===== src/rtl/spi_slave_duplex.sv =====
// Full-duplex SPI slave; sclk/mcs/mosi oversampled by user_clk.
// Define SPI_SLAVE_DUPLEX_TIMEOUT_EN to enable the frame timeout and o_err.
module spi_slave_duplex #(
    parameter logic [31:0] USER_CLK_RATE = 32'd100_000_000,
    parameter logic [31:0] SPI_CLK_RATE = 32'd2_500_000,
    parameter logic MCS_VALID_LEVEL = 1'b0,
    parameter logic [1:0] SCK_MODE = 2'b10,
    parameter logic DATA_ENDIAN = 1'b1,
    parameter int DATA_WIDTH = 16,
    parameter logic [DATA_WIDTH-1:0] DUMMY_WORD = '1
) (
    input  logic                  user_clk,
    input  logic                  user_rst_n,
    input  logic                  i_tx_evt,
    input  logic [DATA_WIDTH-1:0] i_tx_data,
    output logic                  o_tx_ready,
    output logic                  o_tx_underrun,
    output logic                  o_rx_evt,
    output logic [DATA_WIDTH-1:0] o_rx_data,
    output logic                  o_err,
    input  logic                  mcs,
    input  logic                  sclk,
    input  logic                  mosi,
    output logic                  miso
);
    localparam int CW = $clog2(DATA_WIDTH + 1);
    localparam logic CPOL = SCK_MODE[1];
    localparam logic CPHA = SCK_MODE[0];
    localparam logic [CW-1:0] LAST = CW'(DATA_WIDTH - 1);

    if (SPI_CLK_RATE > USER_CLK_RATE / 32'd8) begin : g_rate_chk
        $error("SPI_CLK_RATE must not exceed USER_CLK_RATE/8");
    end

    typedef enum logic [1:0] {IDLE, LOAD, SHIFT} state_t;

    state_t state_q, state_d;
    logic [2:0] sclk_s_q, sclk_s_d, mcs_s_q, mcs_s_d;
    logic [1:0] mosi_s_q, mosi_s_d;
    logic [CW-1:0] cnt_q, cnt_d;
    logic [DATA_WIDTH-1:0] rx_q, rx_d, tx_q, tx_d, hold_q, hold_d;
    logic [DATA_WIDTH-1:0] rx_data_q, rx_data_d;
    logic hold_full_q, hold_full_d, tx_ready_q, tx_ready_d;
    logic rx_evt_q, rx_evt_d, ur_q, ur_d, miso_q, miso_d;

    logic rise, fall, lead_e, trail_e, sample_e, shift_e;
    logic mcs_act, mcs_on;
    logic [DATA_WIDTH-1:0] rx_shift, load_word, load_shift, tx_next;
    logic load_bit, tx_bit;

    assign rise = sclk_s_q[1] & ~sclk_s_q[2];
    assign fall = ~sclk_s_q[1] & sclk_s_q[2];
    assign lead_e = CPOL ? fall : rise;
    assign trail_e = CPOL ? rise : fall;
    assign sample_e = CPHA ? trail_e : lead_e;
    assign shift_e = CPHA ? lead_e : trail_e;
    assign mcs_act = (mcs_s_q[1] == MCS_VALID_LEVEL);
    assign mcs_on = mcs_act & (mcs_s_q[2] != MCS_VALID_LEVEL);

    assign rx_shift = DATA_ENDIAN ? {rx_q[DATA_WIDTH-2:0], mosi_s_q[1]}
                                  : {mosi_s_q[1], rx_q[DATA_WIDTH-1:1]};
    assign load_word = hold_full_q ? hold_q : DUMMY_WORD;
    assign load_bit = DATA_ENDIAN ? load_word[DATA_WIDTH-1] : load_word[0];
    assign load_shift = DATA_ENDIAN ? (load_word << 1) : (load_word >> 1);
    assign tx_bit = DATA_ENDIAN ? tx_q[DATA_WIDTH-1] : tx_q[0];
    assign tx_next = DATA_ENDIAN ? (tx_q << 1) : (tx_q >> 1);

`ifdef SPI_SLAVE_DUPLEX_TIMEOUT_EN
    localparam logic [31:0] TO_CYC = 32'd4 * (USER_CLK_RATE / SPI_CLK_RATE);
    logic [31:0] to_q, to_d;
    logic err_q, err_d, any_e;
    assign any_e = sclk_s_q[1] ^ sclk_s_q[2];
    assign o_err = err_q;
`else
    assign o_err = 1'b0;
`endif

    always_comb begin
        state_d = state_q;
        sclk_s_d = {sclk_s_q[1:0], sclk};
        mcs_s_d = {mcs_s_q[1:0], mcs};
        mosi_s_d = {mosi_s_q[0], mosi};
        cnt_d = cnt_q;
        rx_d = rx_q;
        tx_d = tx_q;
        hold_d = hold_q;
        hold_full_d = hold_full_q;
        rx_data_d = rx_data_q;
        rx_evt_d = 1'b0;
        ur_d = 1'b0;
        miso_d = miso_q;
`ifdef SPI_SLAVE_DUPLEX_TIMEOUT_EN
        to_d = 32'd0;
        err_d = 1'b0;
`endif
        unique case (state_q)
            IDLE: begin
                cnt_d = '0;
                if (mcs_on) state_d = LOAD;
            end
            LOAD: begin
                hold_full_d = 1'b0;
                ur_d = ~hold_full_q;
                tx_d = CPHA ? load_word : load_shift;
                if (!CPHA) miso_d = load_bit;
                state_d = SHIFT;
            end
            SHIFT: begin
                if (sample_e) begin
                    rx_d = rx_shift;
                    if (cnt_q == LAST) begin
                        rx_data_d = rx_shift;
                        rx_evt_d = 1'b1;
                        cnt_d = '0;
                        state_d = mcs_act ? LOAD : IDLE;
                    end else begin
                        cnt_d = cnt_q + CW'(1);
                    end
                end else if (!mcs_act) begin
                    cnt_d = '0;
                    state_d = IDLE;
                end else if (shift_e && (CPHA || cnt_q != '0)) begin
                    // CPHA=0 already drove bit 0 in LOAD
                    miso_d = tx_bit;
                    tx_d = tx_next;
                end
`ifdef SPI_SLAVE_DUPLEX_TIMEOUT_EN
                to_d = any_e ? 32'd0 : to_q + 32'd1;
                if (mcs_act && !any_e && to_q == TO_CYC - 32'd1) begin
                    err_d = 1'b1;
                    cnt_d = '0;
                    to_d = 32'd0;
                    state_d = IDLE;
                end
`endif
            end
            default: state_d = IDLE;
        endcase
        // a write landing with LOAD is kept; LOAD used the old word
        if (i_tx_evt && (!hold_full_q || state_q == LOAD)) begin
            hold_d = i_tx_data;
            hold_full_d = 1'b1;
        end
        tx_ready_d = ~hold_full_d;
    end

    always_ff @(posedge user_clk or negedge user_rst_n) begin
        if (!user_rst_n) begin
            state_q <= IDLE;
            sclk_s_q <= {3{CPOL}};
            mcs_s_q <= {3{~MCS_VALID_LEVEL}};
            mosi_s_q <= '0;
            cnt_q <= '0;
            rx_q <= '0;
            tx_q <= '0;
            hold_q <= '0;
            hold_full_q <= 1'b0;
            tx_ready_q <= 1'b1;
            rx_data_q <= '0;
            rx_evt_q <= 1'b0;
            ur_q <= 1'b0;
            miso_q <= 1'b0;
`ifdef SPI_SLAVE_DUPLEX_TIMEOUT_EN
            to_q <= 32'd0;
            err_q <= 1'b0;
`endif
        end else begin
            state_q <= state_d;
            sclk_s_q <= sclk_s_d;
            mcs_s_q <= mcs_s_d;
            mosi_s_q <= mosi_s_d;
            cnt_q <= cnt_d;
            rx_q <= rx_d;
            tx_q <= tx_d;
            hold_q <= hold_d;
            hold_full_q <= hold_full_d;
            tx_ready_q <= tx_ready_d;
            rx_data_q <= rx_data_d;
            rx_evt_q <= rx_evt_d;
            ur_q <= ur_d;
            miso_q <= miso_d;
`ifdef SPI_SLAVE_DUPLEX_TIMEOUT_EN
            to_q <= to_d;
            err_q <= err_d;
`endif
        end
    end

    assign o_tx_ready = tx_ready_q;
    assign o_tx_underrun = ur_q;
    assign o_rx_evt = rx_evt_q;
    assign o_rx_data = rx_data_q;
    assign miso = miso_q;
endmodule


===== config.mk =====
export PLATFORM = sky130hd
export DESIGN_NAME = spi_slave_duplex
export DESIGN_NICKNAME = d
export VERILOG_FILES = /design/src/rtl/spi_slave_duplex.sv
export SDC_FILE = /design/constraint.sdc
export NUM_CORES = 1
export LEC_CHECK = 0
export CAP_MARGIN = 15
export CORE_MARGIN = 1
export CORE_UTILIZATION = 45
export DETAILED_ROUTE_END_ITERATION = 10
export PLACE_DENSITY_LB_ADDON = 0.25
export SLEW_MARGIN = 40
export SYNTH_ARGS = -nofsm -noshare
export SYNTH_HDL_FRONTEND = slang
export SYNTH_SLANG_ARGS = --single-unit

===== constraint.sdc =====
create_clock -name user_clk -period 2.9 [get_ports user_clk]
set_input_delay 0.29 -clock user_clk [delete_from_list [all_inputs] [get_ports user_clk]]
set_output_delay 0.29 -clock user_clk [all_outputs]
set_load 0.005 [all_outputs]

==> results.md, run 1 <==
- For this run the aggregate overflow at the end of global routing stands at 0.
- Counting every instance in the synthesized netlist gives 294.
- Dividing the detail-routed via count by the number of cells gives 4.87.
- The sum of routed wire length over all layers is 5680 µm.
- The violation count after the first detailed-routing iteration is around 120.
- The number of antenna diodes in the final layout is 0.
- The net count reported at finish is 356.
- The shortest clock period the worst path allows after layout is about 2.3 ns.
- After detailed routing, the number of remaining DRC violations is 0.
- The global router's overall resource usage is 16.5%.
- Setup violations remaining at the end of the flow were counted as 0.
- The number of global-route vias before repair is 2,072.
- The checks that failed: hold timing.
- Clock latency on the worst-skew pair, taken at its later pin, is 0.35 ns.
- The tightest hold path in the finished design has a slack of -0.0433 ns.
- In this run, synthesis inferred 0 flip-flops with an integrated enable.
- The path category of the worst min-delay check is in -> async.
- The total of cells resized after clock tree synthesis is 0.
- In the synthesized netlist the async set-or-reset flop fraction comes to 100%.
- The setup fix buffers added after clock tree synthesis is 0.
- The initial antenna violation count is 0.
- Measured on the finished design, the core utilization comes to 55.4%.
- The area of the core is 0.00721 mm².
- Routability-driven placement finished with a final weighted congestion of 0.754.
- The maximum cell stage delay along the critical path is 0.49 ns.
- The number of detailed-route iterations in the first pass is 4.
- Counting flops and latches in the post-synthesis netlist gives between 80 and 90.
- For this run, the register share of the synthesized area comes to roughly three fifths.
- The largest net degree at the start of global routing is 83.
- The final number of max-transition violations was 0.
- The count of standard-cell rows is 31.
- The clock transition time at the flip-flop clock pins of the worst setup and hold paths is roughly 0.08 ns.
- A synthesized cell averages 11.3 µm².
- The effective utilization at floorplan is 46.2%.
- The die is 88.1 µm wide.
- The die span in y is about 88 µm.
- The post-synthesis net count is 318.
- Of all nets on the critical path, the largest fanout is 16.
- The first global-routing pass estimated 9620 µm of wire.
- The number of I/O port buffers is 41.
- In this run the count of I/O pins placed on the die edge is 43.
- The sum of buffers and inverters on the critical path is 1.
- The post-route setup TNS is 0 ns.
- The path type of the worst setup path is reg -> reg.
- The total CTS buffers is 9.
- The longest clock path from root to sink contains 2 buffers.
- Counting distinct cell types in the post-synthesis netlist gives 37.
- Among all stages on the critical path, the largest delay is contributed by a21o_1.
- Among all flip-flop cells after synthesis, the most frequent one is dfrtp_1.
- The arrival time at the worst endpoint is 2.51 ns.
- The area growth from synthesis to layout is 19.8%.
- After synthesis the cells add up to 0.00333 mm².
- For this design the static power due to leakage is about 1.9 nW.
- The total of max-cap violations is 0.
- The wire-length estimate of the detail-placed layout is 3500 µm.
- In this run the power density over the cells is 727 mW/mm².
- Between clock sinks in the finished design, the worst skew comes to approximately 0.0071 ns.
- The maximum clock rate is around 0.44 GHz.
- The post-route netlist has 18.4% of its cells at a drive strength greater than 1.
- The total die area is 0.00776 mm².
- Traced cell by cell, the critical path runs through inv_1 > ha_1 > nor4b_1 > or4b_1 > a21o_1 > mux2_4.
- The hold-fix buffer count after cts is 0.
- The worst-case IR drop observed on VDD is 0.331 mV.
- The run finished, with violations left.
- The deepest level of the CTS H-tree is 3.
- The period utilization is 78.1%.
- Setup repair after global routing left no endpoint under its margin.
- Across all layers, the routed design uses around 2,100 vias.
- CTS placed an instance of clkbuf_8 at the clock tree root.
- For the pin with the worst max-slew slack, the measured transition is 0.840 ns.
- The clock net sink count is 82.
- The number of hold violations in the final report is 40.
- The worst setup path is captured at a flip-flop.
- The final antenna-violating net count is 0.
- The warning count from the yosys run is 0.
- Dividing the detail-routed wire length by the instance count gives 13.0 µm.
- The kind of cell with the highest combined delay on the critical path is simple AND/OR/NAND/NOR gates.
- The CTS tree is done.
- In this run the tightest slew margin relative to its limit is a little over two fifths.
- The critical path startpoint category is a flip-flop.
- Data on the critical path is required at its endpoint by 3.14 ns.
-- logic make-up (layout without fill, tap and decap cells) --
group | Yosys count | after routing | share of synthesized area, %
buffers and inverters | 36 | 79 | 5.03
other | 1 | 1 | 0.112
adders and majority gates | 2 | 2 | 0.750
and+or+nand+nor | 95 | 95 | 12.0
DFF | 82 | 82 | 61.8
muxes | 33 | 33 | 12.1
AOI/OAI and AO/OA | 45 | 45 | 8.18
-- path summary, 6_finish.rpt --
path                              from            to  slack, ns  cells past startpoint
min in group user_clk              mcs    mcs_s_q[0]       0.33                      1
min reg2reg                sclk_s_q[0]   sclk_s_q[1]       0.36                      0
max                           cnt_q[0]      tx_q[10]       0.64                      6
max reg2reg                   cnt_q[0]      tx_q[10]       0.64                      6
max in group asynchronous   user_rst_n      cnt_q[3]       2.42                      1
min                         user_rst_n  o_rx_data[5]      -0.04                      1
-- cell type report --
class / instances / area [µm²]
fill: 673 / 3220
sequential: 82 / 2060
multi-input combinational: 176 / 1110
timing repair buffer: 44 / 434
clock buffer: 10 / 128
tap: 99 / 124
inverter: 19 / 71.3
clock inverter: 6 / 67.6
-- layout by cell type (no fill, tap or decap), types with 2 or more instances in the layout --
cell              n
nand2b_1          2
dfrtp_1          75
clkbuf_8          9
nand2_1          64
nor3_1            2
inv_1            19
clkinvlp_4        2
ha_1              2
a21o_1            3
o21ai_0          19
clkdlybuf4s50_1  40
mux2_2           23
nor2_1           18
dfstp_2           7
a31oi_1          16
clkinv_4          2
mux2_4            9
buf_4             3
-- routing by layer --
metal	global-route usage [%]	wire length [µm]
met5	0	0
met4	9.24	119
met3	3.30	172
met2	24.5	2530
met1	22.8	2860
-- per-stage QoR --
stage	worst slack, ns	cells	total power, mW	area (µm²)
after floorplan	0.859	294	1.95	3330
after global placement	0.701	420	2.09	3800
after global routing	0.521	436	3.09	4000
after CTS	0.637	436	2.94	4000
final	0.635	436	2.91	4000
after detailed placement	0.652	420	2.12	3800
-- worst reg2reg max path, stage by stage (launching register included) --
cell     delay [ns]
dfrtp_1        0.41
inv_1          0.06
ha_1           0.18
nor4b_1        0.13
or4b_1         0.46
a21o_1         0.49
mux2_4         0.42
-- Yosys cell counts (2+ instances only) --
cell	n	area share (%)
a31oi_1	16	3.0
ha_1	2	0.75
nor2_1	18	2.0
clkbuf_1	9	1.0
inv_1	19	2.1
mux2_2	23	7.8
dfstp_2	7	5.5
buf_2	2	0.30
nor3_1	2	0.30
nand2b_1	2	0.38
mux2_4	9	4.1
nand2_1	64	7.2
dfrtp_1	75	56
o21ai_0	19	2.9
buf_6	2	0.68
buf_1	2	0.23
a21o_1	3	0.68
-- registers in the layout, summed over array words and instances, names as in the netlist --
| name | cells |
|---|---|
| cnt_q | 5 |
| o_rx_data | 16 |
| o_tx_ready | 1 |
| sclk_s_q | 3 |
| state_q | 2 |
| rx_q | 15 |
| hold_q | 16 |
| o_rx_evt | 1 |
| o_tx_underrun | 1 |
| mcs_s_q | 3 |
| miso | 1 |
| hold_full_q | 1 |
| mosi_s_q | 2 |
| tx_q | 15 |
-- report_power, final --
| part | switching, mW | internal (mW) | total [mW] |
|---|---|---|---|
| Sequential | 0.127 | 1.40 | 1.52 |
| Clock | 0.416 | 0.399 | 0.815 |
| Combinational | 0.260 | 0.307 | 0.567 |
| Total | 0.802 | 2.10 | 2.91 |
Note: power is estimated with default switching activity, not from simulation.
==> inputs of run 2 (changes only) <==
clock period = 2.06 ns   (was 2.9 ns; I/O delays follow)
==> run 2 against run 1 <==
- the run now ends clean
- sequential power is 41% higher
- via count rose by 1.3%
- combinational power is 48% higher
- non-clock buffer count rose by 12
- sequential cell count unchanged
- sequential share of layout area shrank 1.7 points
- largest cell class unchanged
==> results.md, run 2 (synthesis results as in run 1) <==
- The clock net sink count is 82 (unchanged).
- Setup repair after global routing left no endpoint under its margin.
- The area of the core came to 0.00721 mm² (unchanged).
- The period utilization is 95.0% (+17 points).
- The vias per cell is 4.80 (-1.4%).
- The largest net degree at the start of global routing came to 44 (-47%).
- The total of max-cap violations came to 0 (unchanged).
- Leaving out fill and tap cells, the most frequent cells in the layout are 75 x dfrtp_1, 64 x nand2_1, 40 x clkdlybuf4s50_1.
- The cell area after placement came to 0.00391 mm² (+2.9%).
- The final antenna diode count was 0 (unchanged).
- The HPWL after detailed placement is 3830 µm (+9.6%).
- The effective utilization at floorplan is 46.2% (unchanged).
- The worst slew margin relative to its limit is 63.2% (+19 points).
- The clock transition time at the flip-flop clock pins of the worst setup and hold paths was 0.08 ns (about the same).
- The net count reported at finish is 368 (+3.4%).
- The wire length per cell is 12.8 µm (-1.6%).
- The final number of max-transition violations was 0 (unchanged).
- Leaving out fill and tap cells, the most frequent cell in the layout is dfrtp_1.
- The min-delay analysis places its worst path in the category in -> reg.
- The worst reg2reg path depth is 7 (+1).
- The critical path startpoint category is a flip-flop.
- The minimum setup slack among reg-to-reg paths was 0.10 ns (-0.53 ns).
- The final setup violation count came to 0 (unchanged).
- The post-route setup TNS is 0 ns (unchanged).
- The slack of the critical path was 0.103 ns (-0.533 ns).
- The count of standard-cell rows came to 31 (unchanged).
- The sum of buffers and inverters on the critical path is 2 (+1).
- The minimum hold slack is 0.262 ns (+0.305 ns).
- The share of layout cells above drive strength 1 came to 21.2% (+2.8 points).
- The area growth from synthesis to layout is 23.8%.
- The fill cell total of the finished layout is 619 (-8.0%).
- The post-route DRC violation count is 0 (unchanged).
- The setup path with the least slack is of type reg -> reg.
- The final design instance area without fill is 0.00413 mm² (+3.4%).
- The clock tree buffer depth is 2 (unchanged).
- Along the worst hold path, the cell count comes to 1.
- The capture endpoint of the worst hold path is sclk_s_q[0].
- The maximum cell stage delay along the critical path was 0.46 ns (-0.03 ns).
- The area used by multi-input combinational logic is 0.00111 mm² (unchanged).
- The root buffer cell chosen for the clock tree is clkbuf_8.
- The final antenna-violating net count is 0 (unchanged).
- The flow ran to the end, and the final reports show no timing, DRC or antenna violations.
- The combinational cell fraction of total power was 20.2% (+0.7 points).
- In this run the most critical hold path is launched from sclk.
- The total power divided by cell area is 1000 mW/mm² (+38%).
- The number of I/O port buffers is 41 (unchanged).
- The routability congestion estimate from global placement is 0.735 (-2.5%).
- The arrival time at the worst endpoint is 2.19 ns (-0.32 ns).
- The worst setup path is captured at a flip-flop.
- The share of total power in sequential cells is 51.7% (-0.8 points).
- The critical path goes through inv_1 > ha_1 > nor4b_1 > or4b_1 > a21o_1 > buf_12 > mux2_4.
- The sum of internal, switching and leakage power is 4.15 mW (+43%).
- The clock network latency to the later pin of the worst-skew pair came to 0.35 ns (about the same).
- The shortest clock period the worst path allows after layout is 1.96 ns (-0.307 ns).
- The fraction of power spent switching nets was 27.8% (+0.15 points).
- The worst IR drop on VDD is 0.450 mV (+36%).
- The boundary pin count is 43 (unchanged).
- The non-filler instance count after layout came to 448 (+2.8%).
- The transition time of the tightest slew-check pin is 0.552 ns (-0.288 ns).
- The total die area is 0.00776 mm² (unchanged).
- The detailed-route via count is 2,151 (+1.3%).
- The CTS tree is done.
- The required time at the endpoint of the critical path is 2.29 ns (-0.85 ns).
- The wire length of the first global-routing pass is 10,100 µm (+5.5%).
- The net load switching power is 1.15 mW (+44%).
- The final standard cell utilization of the core is 57.2% (+1.9 points).
- The floorplan die width is 88.1 µm (unchanged).
- The worst flop-to-flop path endpoint is tx_q[9].
- The final clock skew was 0.00960 ns (+0.00255 ns).
- The deepest level of the CTS H-tree came to 3 (unchanged).
- The leftover overflow at the end of global routing was 0 (unchanged).
- Among all stages on the critical path, the largest delay is contributed by or4b_1.
- The total CTS buffers is 9 (unchanged).
- The number of global-route vias before repair is 2,150 (+3.8%).
- The top fanout value on the critical path is 16 (unchanged).
- The origin of the critical flop-to-flop path is cnt_q[0].
- The storage element area is 0.00206 mm² (unchanged).
- The leakage power summed over all cells is 1.95 nW (+3.7%).
- The design internal power is 3.00 mW (+42%).
- The sum of routed wire length over all layers is 5740 µm (+1.1%).
- The worst slack after detailed placement is 0.0849 ns (-0.567 ns).
- The die span in y came to 88.1 µm (unchanged).
- The total of cells resized after clock tree synthesis is 0 (unchanged).
- The relative contribution of the clock network to total power is 28.0% (about the same).
- The number of hold violations in the final report was 0 (-100%).
- The violation count after the first detailed-routing iteration is 98 (-16%).
- The number of cells in the design after placement is 430 (+2.4%).
- The global router's overall resource usage is 17.3% (+0.81 points).
- The initial antenna violation count is 0 (unchanged).
- The number of detailed-route iterations in the first pass is 4 (unchanged).
- On the critical path the largest part of the delay comes from simple AND/OR/NAND/NOR gates.
- The maximum clock rate was 0.511 GHz (+16%).
-- run 2: cell count changes in the layout (fill, tap and decap cells not counted), sizes merged --
cell	delta
dlygate4sd3	+1
clkinv	-1
inv	+1
clkinvlp	+1
clkbuf	-1
buf	+11
-- run 2: routing by layer --
layer,wire length [µm],GRT usage (%)
met5,0,0
met3,139,3.39
met4,136,8.36
met1,2770,23.8
met2,2690,26.6
-- run 2: worst max path at each step --
| stage | startpoint | endpoint | slack (ns) | cells past startpoint |
|---|---|---|---|---|
| after global routing | cnt_q[0] | tx_q[10] | 0.02 | 7 |
| after CTS | cnt_q[0] | tx_q[11] | 0.07 | 7 |
| after global placement | cnt_q[0] | tx_q[14] | 0.14 | 7 |
| final | cnt_q[0] | tx_q[9] | 0.10 | 7 |
| after detailed placement | cnt_q[0] | tx_q[9] | 0.08 | 7 |
| after floorplan | sclk_s_q[2] | o_rx_data[0] | 0.02 | 7 |
-- run 2: power by group through the flow --
stage	registers, mW	logic [mW]	clock network, mW
6_report	2.15	0.840	1.16
5_1_grt	2.19	0.955	1.27
4_1_cts	2.15	0.854	1.20
3_5_place_dp	2.17	0.850	0
3_3_place_gp	2.16	0.814	0
2_1_floorplan	2.12	0.632	0
-- run 2: what timing repair did --
action / CTS / global route
hold buffers: 1 / 0
endpoints found under the hold margin: 40 / 0
endpoints found under the setup margin: 0 / 11
setup buffers: 0 / 1
-- run 2: worst register-to-register path: stages (launching register included) --
cell,delay (ns)
dfrtp_1,0.36
inv_1,0.05
ha_1,0.18
nor4b_1,0.13
or4b_1,0.46
a21o_1,0.20
buf_12,0.16
mux2_4,0.30
-- run 2: layout make-up --
class / instances / share of cell area (%)
sequential: 82 / 49.9
multi-input combinational: 176 / 26.9
timing repair buffer: 56 / 13.6
clock buffer: 9 / 3.00
tap: 99 / 3.00
clock inverter: 7 / 1.91
inverter: 19 / 1.73
==> inputs of run 3 (changes only) <==
CORE_UTILIZATION = 39   (was 45)
MAX_ROUTING_LAYER = met4   (was unset)
clock period = 1.62 ns   (was 2.06 ns; I/O delays follow)
==> run 3 against run 2 <==
- the run now ends with setup timing left
- clock skew grew 0.0093 ns
- largest power group unchanged
- die area grew 15%
- first-iteration DRC count shrank 13%
- maximum frequency shrank 0.28%
- via count grew 4.0%
- final cell count grew 4.5%
- critical path depth is the same
- core utilization shrank 3.7 points
- register-to-register slack lost 0.45 ns
- hold slack lost 0.062 ns
- cell area grew 7.0%
- wire length grew 8.3%
==> results.md, run 3 (synthesis results as in run 1) <==
- In the layout the commonest cells are 75 x dfrtp_1, 64 x nand2_1, 40 x clkdlybuf4s50_1.
- The clock transition time at the flip-flop clock pins of the worst setup and hold paths was 0.09 ns (about the same).
- The number of hold violations in the final report came to 0 (unchanged).
- The share of layout cells above drive strength 1 is 25.9% (+4.7 points).
- The met3 demand-to-capacity share in global routing is 4.43% (+1.0 points).
- The final clock skew is 0.0189 ns (+0.00930 ns).
- The net count reported at finish is 382 (+3.8%).
- The wire length of the first global-routing pass came to 10,800 µm (+6.7%).
- The clock network latency to the later pin of the worst-skew pair is 0.36 ns (about the same).
- The slack of the critical path is -0.343 ns (-0.446 ns).
- Traced cell by cell, the critical path runs through inv_1 > ha_2 > nor4b_1 > or4b_1 > a21o_1 > buf_12 > mux2_4.
- The total CTS buffers is 9 (unchanged).
- The worst IR drop on VDD came to 0.681 mV (+51%).
- The floorplan die width is 94.5 µm (+7.2%).
- The initial antenna violation count is 0 (unchanged).
- The number of I/O port buffers is 41 (unchanged).
- The vias per cell came to 4.78 (-0.45%).
- The clock net sink count was 82 (unchanged).
- Leaving out fill and tap cells, the most frequent cell in the layout is dfrtp_1.
- The sum of routed wire length over all layers is 6220 µm (+8.3%).
- The met2 routing resource usage after global routing is 24.4% (-2.2 points).
- The arrival time at the worst endpoint is 2.21 ns (+0.02 ns).
- The count of standard-cell rows is 33 (+6.5%).
- The deepest level of the CTS H-tree is 3 (unchanged).
- The area used by multi-input combinational logic is 0.00122 mm² (+9.7%).
- The area growth from synthesis to layout is 32.5%.
- The required time at the endpoint of the critical path was 1.86 ns (-0.43 ns).
- The maximum cell stage delay along the critical path is 0.47 ns (about the same).
- The total of max-cap violations came to 0 (unchanged).
- The die span in y is 94.5 µm (+7.2%).
- The number of detailed-route iterations in the first pass came to 5 (+1).
- The fill cell total of the finished layout is 731 (+18%).
- TritonCTS built the clock tree.
- The total die area is 0.00892 mm² (+15%).
- The effective utilization at floorplan is 40.4% (-5.8 points).
- The largest net degree at the start of global routing came to 32 (-27%).
- The top fanout value on the critical path is 16 (unchanged).
- The shortest clock period the worst path allows after layout is 1.96 ns (+0.00554 ns).
- The most congested layer reported by global routing is met2.
- The HPWL after detailed placement is 3980 µm (+3.9%).
- The violation count after the first detailed-routing iteration is 85 (-13%).
- STA classifies the critical path endpoint as a flip-flop.
- The final number of max-transition violations came to 0 (unchanged).
- The worst slack after detailed placement is -0.317 ns (-0.401 ns).
- The slowest cell on the critical path is or4b_1.
- The final antenna diode count came to 0 (unchanged).
- The detailed-route via count was 2,237 (+4.0%).
- The area of the core is 0.00826 mm² (+14%).
- The wire length per cell was 13.3 µm (+3.7%).
- The number of cells in the design after placement is 445 (+3.5%).
- The routability congestion estimate from global placement is 0.752 (+2.3%).
- The critical path in this run is classified as reg -> reg.
- The period utilization was 121% (+26 points).
- The leftover overflow at the end of global routing is 0 (unchanged).
- The clock tree buffer depth came to 2 (unchanged).
- The total power divided by cell area is 1250 mW/mm² (+24%).
- The critical path startpoint category is a flip-flop.
- The boundary pin count is 43 (unchanged).
- The global router's overall resource usage was 16.6% (-0.75 points).
- The final antenna-violating net count is 0 (unchanged).
- The post-route DRC violation count is 0 (unchanged).
- The non-filler instance count after layout is 468 (+4.5%).
- The clock root buffer is clkbuf_8.
- The storage element area is 0.00206 mm² (unchanged).
- The final reports fail on setup timing.
- The path category of the worst min-delay check is in -> reg.
- The number of global-route vias before repair came to 2,231 (+3.8%).
- The routing usage on met1 came to 21.6% (-2.2 points).
- Setup repair after global routing could not meet its margin everywhere.
- The maximum clock rate is 0.509 GHz (-0.28%).
- The leakage power summed over all cells is 2.07 nW (+5.8%).
- The flow ran to the end, but the final reports show violations.
- The final setup violation count is 32 (+32).
[run 3: routing by layer]
layer  vias up  wire length, µm
met5         -                0
met2        43             2910
li1       1093                -
met1      1092             2960
met4         0              125
met3         9              229
[run 3: area by class of cell]
| class | count | area share (%) |
|---|---|---|
| Inverter | 19 | 1.61 |
| Clock inverter | 7 | 2.32 |
| Timing Repair Buffer | 70 | 16.1 |
| Clock buffer | 9 | 2.80 |
| Tap cell | 105 | 2.97 |
| Sequential cell | 82 | 46.6 |
| Multi-Input combinational cell | 176 | 27.5 |
[run 3: critical path: cells and delay by family, from the launching register on]
family | cells | cell delay (ns)
compound gates | 1 | 0.20
fa+ha+maj | 1 | 0.18
buf+inv | 2 | 0.21
flops | 1 | 0.36
mux | 1 | 0.29
simple gates | 2 | 0.60
[run 3: path summary, 6_finish.rpt]
path	startpoint	end	slack [ns]	depth (start not counted)
worst max-delay path	cnt_q[0]	tx_q[10]	-0.34	7
worst min-delay path	mcs	mcs_s_q[0]	0.20	1
worst max register to register	cnt_q[0]	tx_q[10]	-0.34	7
worst min register to register	mosi_s_q[0]	mosi_s_q[1]	0.35	0
max in group asynchronous	user_rst_n	o_tx_ready	0.81	3
min in group asynchronous	user_rst_n	cnt_q[4]	0.26	2
[run 3: per-stage QoR]
stage / hold WS (ns) / area (µm²) / setup TNS (ns) / power, mW / utilization, %
5_1_grt: 0.203 / 4420 / -8.23 / 5.85 / 53.5
3_5_place_dp: 0.108 / 4000 / -6.61 / 3.87 / 48.4
3_3_place_gp: 0.110 / 4000 / -5.63 / 3.81 / 48.4
4_1_cts: 0.192 / 4400 / -6.89 / 5.55 / 53.3
6_report: 0.200 / 4420 / -6.15 / 5.51 / 53.5
2_1_floorplan: -0.134 / 3340 / -9.05 / 3.50 / -
[run 3: what timing repair did]
item | 4_1_cts | 5_1_grt
endpoints found under the hold margin | 24 | 0
gates cloned | 2 | 0
buffers inserted | 3 | 3
pin swaps | 2 | 4
resized for setup | 25 | 9
hold buffers | 1 | 0
endpoints found under the setup margin | 44 | 50
[run 3: report_power, final]
| part | switching, mW | total, mW | internal (mW) |
|---|---|---|---|
| combinational | 0.506 | 1.13 | 0.625 |
| clock | 0.777 | 1.66 | 0.880 |
| sequential | 0.218 | 2.72 | 2.50 |
==> RTL edit 1: new RTL, settings of run 1 <==
Re-encode `state_t` (3 states) as one-hot, 3 bits wide.
--- a/src/rtl/spi_slave_duplex.sv
+++ b/src/rtl/spi_slave_duplex.sv
@@ -32,7 +32,7 @@
         $error("SPI_CLK_RATE must not exceed USER_CLK_RATE/8");
     end
 
-    typedef enum logic [1:0] {IDLE, LOAD, SHIFT} state_t;
+    typedef enum logic [2:0] {IDLE = 3'b001, LOAD = 3'b010, SHIFT = 3'b100} state_t;
 
     state_t state_q, state_d;
     logic [2:0] sclk_s_q, sclk_s_d, mcs_s_q, mcs_s_d;
Behaviour: same outputs for any inputs over 10 cycles, from zero or initial values and one cycle with user_rst_n low; not proved beyond that.
==> RTL edit 1 against run 1 <==
  * The run still ends with negative hold slack left
  * Setup slack worse by 0.086 ns
  * Routed wire length fell by 5.9%
  * Maximum frequency fell by 3.7%
  * Area after synthesis increased by 2.2%
  * Design area grew 2.9%
  * Sequential cell count is 1 higher
  * Critical path depth shrank 1
  * Power is 7.5% higher
  * Critical path type unchanged
  * Largest cell class unchanged
==> RTL edit 1: results (changes against run 1) <==
metric;value;unit;change
drtIter0Drc;178;;was 117
hpwl;3490;um;was 3500 um
tightest_slew;0.635;ns;was 0.840 ns
grtUsageMet1;20.2;%;was 22.8%
status;complete, but fails checks;;unchanged
ctsResizeCount;0;;unchanged
reg2reg_depth;5;;was 6
rrSetupSlack;0.55;ns;was 0.64 ns
wl;5340;um;was 5680 um
violations;negative hold slack;;unchanged
drive_gt1_share;19.1;%;was 18.4%
maxCapViolCount;0;;unchanged
synth-warning-count;0;;unchanged
finalNetCount;354;;was 356
clkPwrFrac;29.8;%;was 28.0%
ys_types;39;;was 37
via_per_inst;4.94;;was 4.87
grt_max_degree;84;;was 83
synthAdderAreaFrac;0.734;%;was 0.750%
first_global_vias;2040;;was 2072
cts_setup_buffers;0;;unchanged
yosysSeqAreaShare;61.2;%;was 61.8%
synth_top_cells_by_count;dfrtp_1 (75), nand2_1 (48), mux2_2 (31), inv_1 (21), nor2_1 (19);;was dfrtp_1 (75), nand2_1 (64), mux2_2 (23), inv_1 (19), o21ai_0 (19)
gp_congestion;0.709;;was 0.754
r2r-end;o_rx_data[7]$_DFFE_PN0P_;;was tx_q[10]$_DFFE_PN0P_
grt_pass1_wl;9330;um;was 9620 um
use_met3;3.69;%;was 3.30%
swShare;27.6;%;about the same
dr_wl_met2;2520;um;was 2530 um
grt_usage;15.7;%;was 16.5%
io_buffer_count;41;;unchanged
slowest_delay;0.47;ns;was 0.49 ns
synthMuxAreaShare;10.6;%;was 12.1%
antenna_found_initial;0;;unchanged
crit_path_start;state_q[1]$_DFFE_PN0P_;;was cnt_q[0]$_DFFE_PN0P_
whs;-0.0285;ns;was -0.0433 ns
synth-compound-area-share;10.0;%;was 8.18%
endpoint_kind;register;;unchanged
route.met3.wl;220;um;was 172 um
crit_fanout;17;;was 16
vdd_ir_drop_max;0.492;mV;was 0.331 mV
wirelength_met1;2510;um;was 2860 um
p_leak;2.01;nW;was 1.88 nW
synth_area_leaders;dfrtp_1 (55%), mux2_2 (10%), dfstp_2 (6.2%);;was dfrtp_1 (56%), mux2_2 (7.8%), nand2_1 (7.2%)
use_met2;25.0;%;was 24.5%
timing_hold_violations_final;40;;unchanged
crit_slowest_cell;or3b_1;;was a21o_1
clock_skew;0.0123;ns;was 0.00705 ns
async_reset_ff_share;100;%;unchanged
p_comb;0.610;mW;was 0.567 mW
syn_nets;315;;was 318
==> RTL edit 1: cell count changes after synthesis, sizes merged, moves of 2 or more <==
cell | before | now
o21ai | 19 | 3
a311oi | 0 | 15
nand2 | 64 | 49
a31oi | 16 | 3
a21o | 3 | 15
a21oi | 1 | 4
nand2b | 2 | 5
inv | 19 | 21
nor2b | 1 | 3
or3b | 0 | 2
==> RTL edit 1: final cells by class <==
class	count	area (um^2)
Clock inverter	7	105
Sequential cell	83	2090
Clock buffer	9	124
Multi-Input combinational cell	171	1150
Timing Repair Buffer	44	437
Inverter	21	78.8
Fill cell	670	3180
Tap cell	99	124
==> RTL edit 1: metrics by stage <==
step	hold WS [ns]	area, um^2	worst slack (ns)	total power, mW	std cells
after floorplan	-0.00559	3410	0.846	2.07	291
after global placement	0.332	3870	0.554	2.20	418
after detailed placement	0.340	3880	0.544	2.23	418
after CTS	0.00908	4110	0.535	3.17	434
after global routing	0.0228	4110	0.410	3.32	434
final	-0.0285	4110	0.549	3.12	434
==> RTL edit 2: new RTL, settings of run 1 <==
Made on the original files. `MCS_VALID_LEVEL`: 1'b0 -> 1'b1.
--- a/src/rtl/spi_slave_duplex.sv
+++ b/src/rtl/spi_slave_duplex.sv
@@ -3,7 +3,7 @@
 module spi_slave_duplex #(
     parameter logic [31:0] USER_CLK_RATE = 32'd100_000_000,
     parameter logic [31:0] SPI_CLK_RATE = 32'd2_500_000,
-    parameter logic MCS_VALID_LEVEL = 1'b0,
+    parameter logic MCS_VALID_LEVEL = 1'b1,
     parameter logic [1:0] SCK_MODE = 2'b10,
     parameter logic DATA_ENDIAN = 1'b1,
     parameter int DATA_WIDTH = 16,
Formal check against the unedited RTL: not equivalent (Yosys sat finds a counterexample within 10 cycles, from zero or initial values and one cycle with user_rst_n low).
==> RTL edit 2 against run 1 <==
  * The flow still finishes with violations (negative hold slack)
  * Clock power is 5.8% higher
  * Design area is 0.38% lower
  * Count of clock-buffer cells in the layout grew 1
  * Routed wire length is 3.1% lower
  * Final cell count down 10%
  * Worst hold slack better by 0.015 ns
  * Power rose by 1.1%
  * Critical path depth stayed put
  * Sequential cell count unchanged
  * Setup slack better by 0.055 ns
  * Via count decreased by 3.8%
  * Area after synthesis decreased by 1.3%
  * Critical path type unchanged
  * Largest power group unchanged
  * Highest routed layer unchanged
==> RTL edit 2: results (changes against run 1) <==
metric;value;unit;change
whs;-0.0286;ns;was -0.0433 ns
clock_skew;0.00560;ns;was 0.00705 ns
grtUsageMet1;23.5;%;was 22.8%
status;complete, but fails checks;;unchanged
grt_usage;16.5;%;about the same
dr.pass1.iters;4;;unchanged
use_met2;23.7;%;was 24.5%
avgSynthCellArea;13.2;um^2;was 11.3 um^2
gp_congestion;0.729;;was 0.754
hold_path_class;in2async;;unchanged
yosysSeqAreaShare;62.5;%;was 61.8%
grt_pass1_wl;9590;um;was 9620 um
instances_no_fill;392;;was 436
insertion_delay;0.35;ns;about the same
slew_headroom;51.7;%;was 44.0%
placed_area;3770;um^2;was 3800 um^2
hpwl;3520;um;was 3500 um
clockBufferDepth;2;;unchanged
vias;2043;;was 2124
slowest_delay;0.50;ns;
dp_slack;0.662;ns;was 0.652 ns
io_buffer_count;41;;unchanged
use_met3;3.41;%;was 3.30%
p_leak;1.74;nW;was 1.88 nW
drive_gt1_share;25.7;%;was 18.4%
synth_edf_count;0;;unchanged
crit_slowest_cell;or2_1;;was a21o_1
cts_setup_buffers;0;;unchanged
grt_max_degree;83;;unchanged
wl;5500;um;was 5680 um
vdd_ir_drop_max;0.326;mV;was 0.331 mV
finalNetCount;315;;was 356
drtIter0Drc;139;;was 117
ys_types;34;;was 37
timing_hold_violations_final;30;;was 40
synth_top_cells_by_count;dfrtp_1 (78), mux2_2 (47), o21ai_0 (38), nand3b_1 (15), o21ai_1 (10);;was dfrtp_1 (75), nand2_1 (64), mux2_2 (23), inv_1 (19), o21ai_0 (19)
place_inst;376;;was 420
synth-warning-count;0;;unchanged
violations;negative hold slack;;unchanged
rrSetupSlack;0.69;ns;was 0.64 ns
arrival;2.42;ns;was 2.51 ns
clk_pin_slew;0.08;ns;about the same
synth_area_leaders;dfrtp_1 (59%), mux2_2 (16%), o21ai_0 (5.8%);;was dfrtp_1 (56%), mux2_2 (7.8%), nand2_1 (7.2%)
syn_nets;273;;was 318
r2r-end;tx_q[15]$_DFFE_PN0P_;;was tx_q[10]$_DFFE_PN0P_
p_int;2.15;mW;was 2.10 mW
RTL edit 2: cell count changes in the layout (fill, tap and decap cells not counted), sizes merged, moves of 3 or more:
cell,run 1,this run
a31oi,16,0
o21ai,19,48
dfrtp,75,78
mux2,32,47
nand2,64,4
nor2,19,3
clkinv,3,0
inv,19,6
nand3b,0,15
a21oi,1,4
dfstp,7,4
RTL edit 2: kinds of logic after synthesis:
family,Yosys count,share of synthesized area (%)
AOI/OAI and AO/OA,60,10.0
adders and majority gates,2,0.760
buffers and inverters,20,3.38
DFF,82,62.5
muxes,47,16.1
other,1,0.114
and+or+nand+nor,37,7.15
RTL edit 2: cell type report:
cell class / instances / area (um^2)
clock inverters: 5 / 61.3
clock buffers: 11 / 151
flip-flops and latches: 82 / 2060
multi-input cells: 147 / 1120
fillers: 573 / 2960
inverters: 5 / 18.8
well taps: 96 / 120
repair buffers: 46 / 449
RTL edit 2: power groups by stage:
| stage | clock [mW] | combinational (mW) | sequential (mW) |
|---|---|---|---|
| final | 0.862 | 0.531 | 1.54 |
| after floorplan | 0 | 0.420 | 1.51 |
| after global placement | 0 | 0.521 | 1.56 |
| after global routing | 0.933 | 0.603 | 1.58 |
| after detailed placement | 0 | 0.535 | 1.56 |
| after CTS | 0.877 | 0.538 | 1.55 |
RTL edit 2: worst max-delay path by stage:
| stage | slack (ns) | to | from | depth (start not counted) |
|---|---|---|---|---|
| 2_1_floorplan | 0.91 | o_rx_data[0]$_DFFE_PN0P_ | cnt_q[0]$_DFFE_PN0P_ | 6 |
| 3_3_place_gp | 0.86 | tx_q[2]$_DFFE_PN0P_ | cnt_q[0]$_DFFE_PN0P_ | 6 |
| 3_5_place_dp | 0.66 | tx_q[4]$_DFFE_PN0P_ | cnt_q[0]$_DFFE_PN0P_ | 6 |
| 4_1_cts | 0.68 | tx_q[4]$_DFFE_PN0P_ | cnt_q[0]$_DFFE_PN0P_ | 6 |
| 5_1_grt | 0.43 | tx_q[15]$_DFFE_PN0P_ | cnt_q[0]$_DFFE_PN0P_ | 6 |
| 6_report | 0.69 | tx_q[15]$_DFFE_PN0P_ | cnt_q[0]$_DFFE_PN0P_ | 6 |
RTL edit 2: worst reg2reg max path, stage by stage (launching register included):
cell and delay (ns):
dfrtp_1 0.42, inv_1 0.07, ha_1 0.14, nor4b_1 0.32, o41a_1 0.45, or2_1 0.50
o21ai_0 0.17
RTL edit 2: layer usage:
metal / up-vias / routed length, um
met4: 0 / 139
met3: 10 / 157
met1: 1023 / 2750
met5: - / 0
met2: 46 / 2450
li1: 964 / -
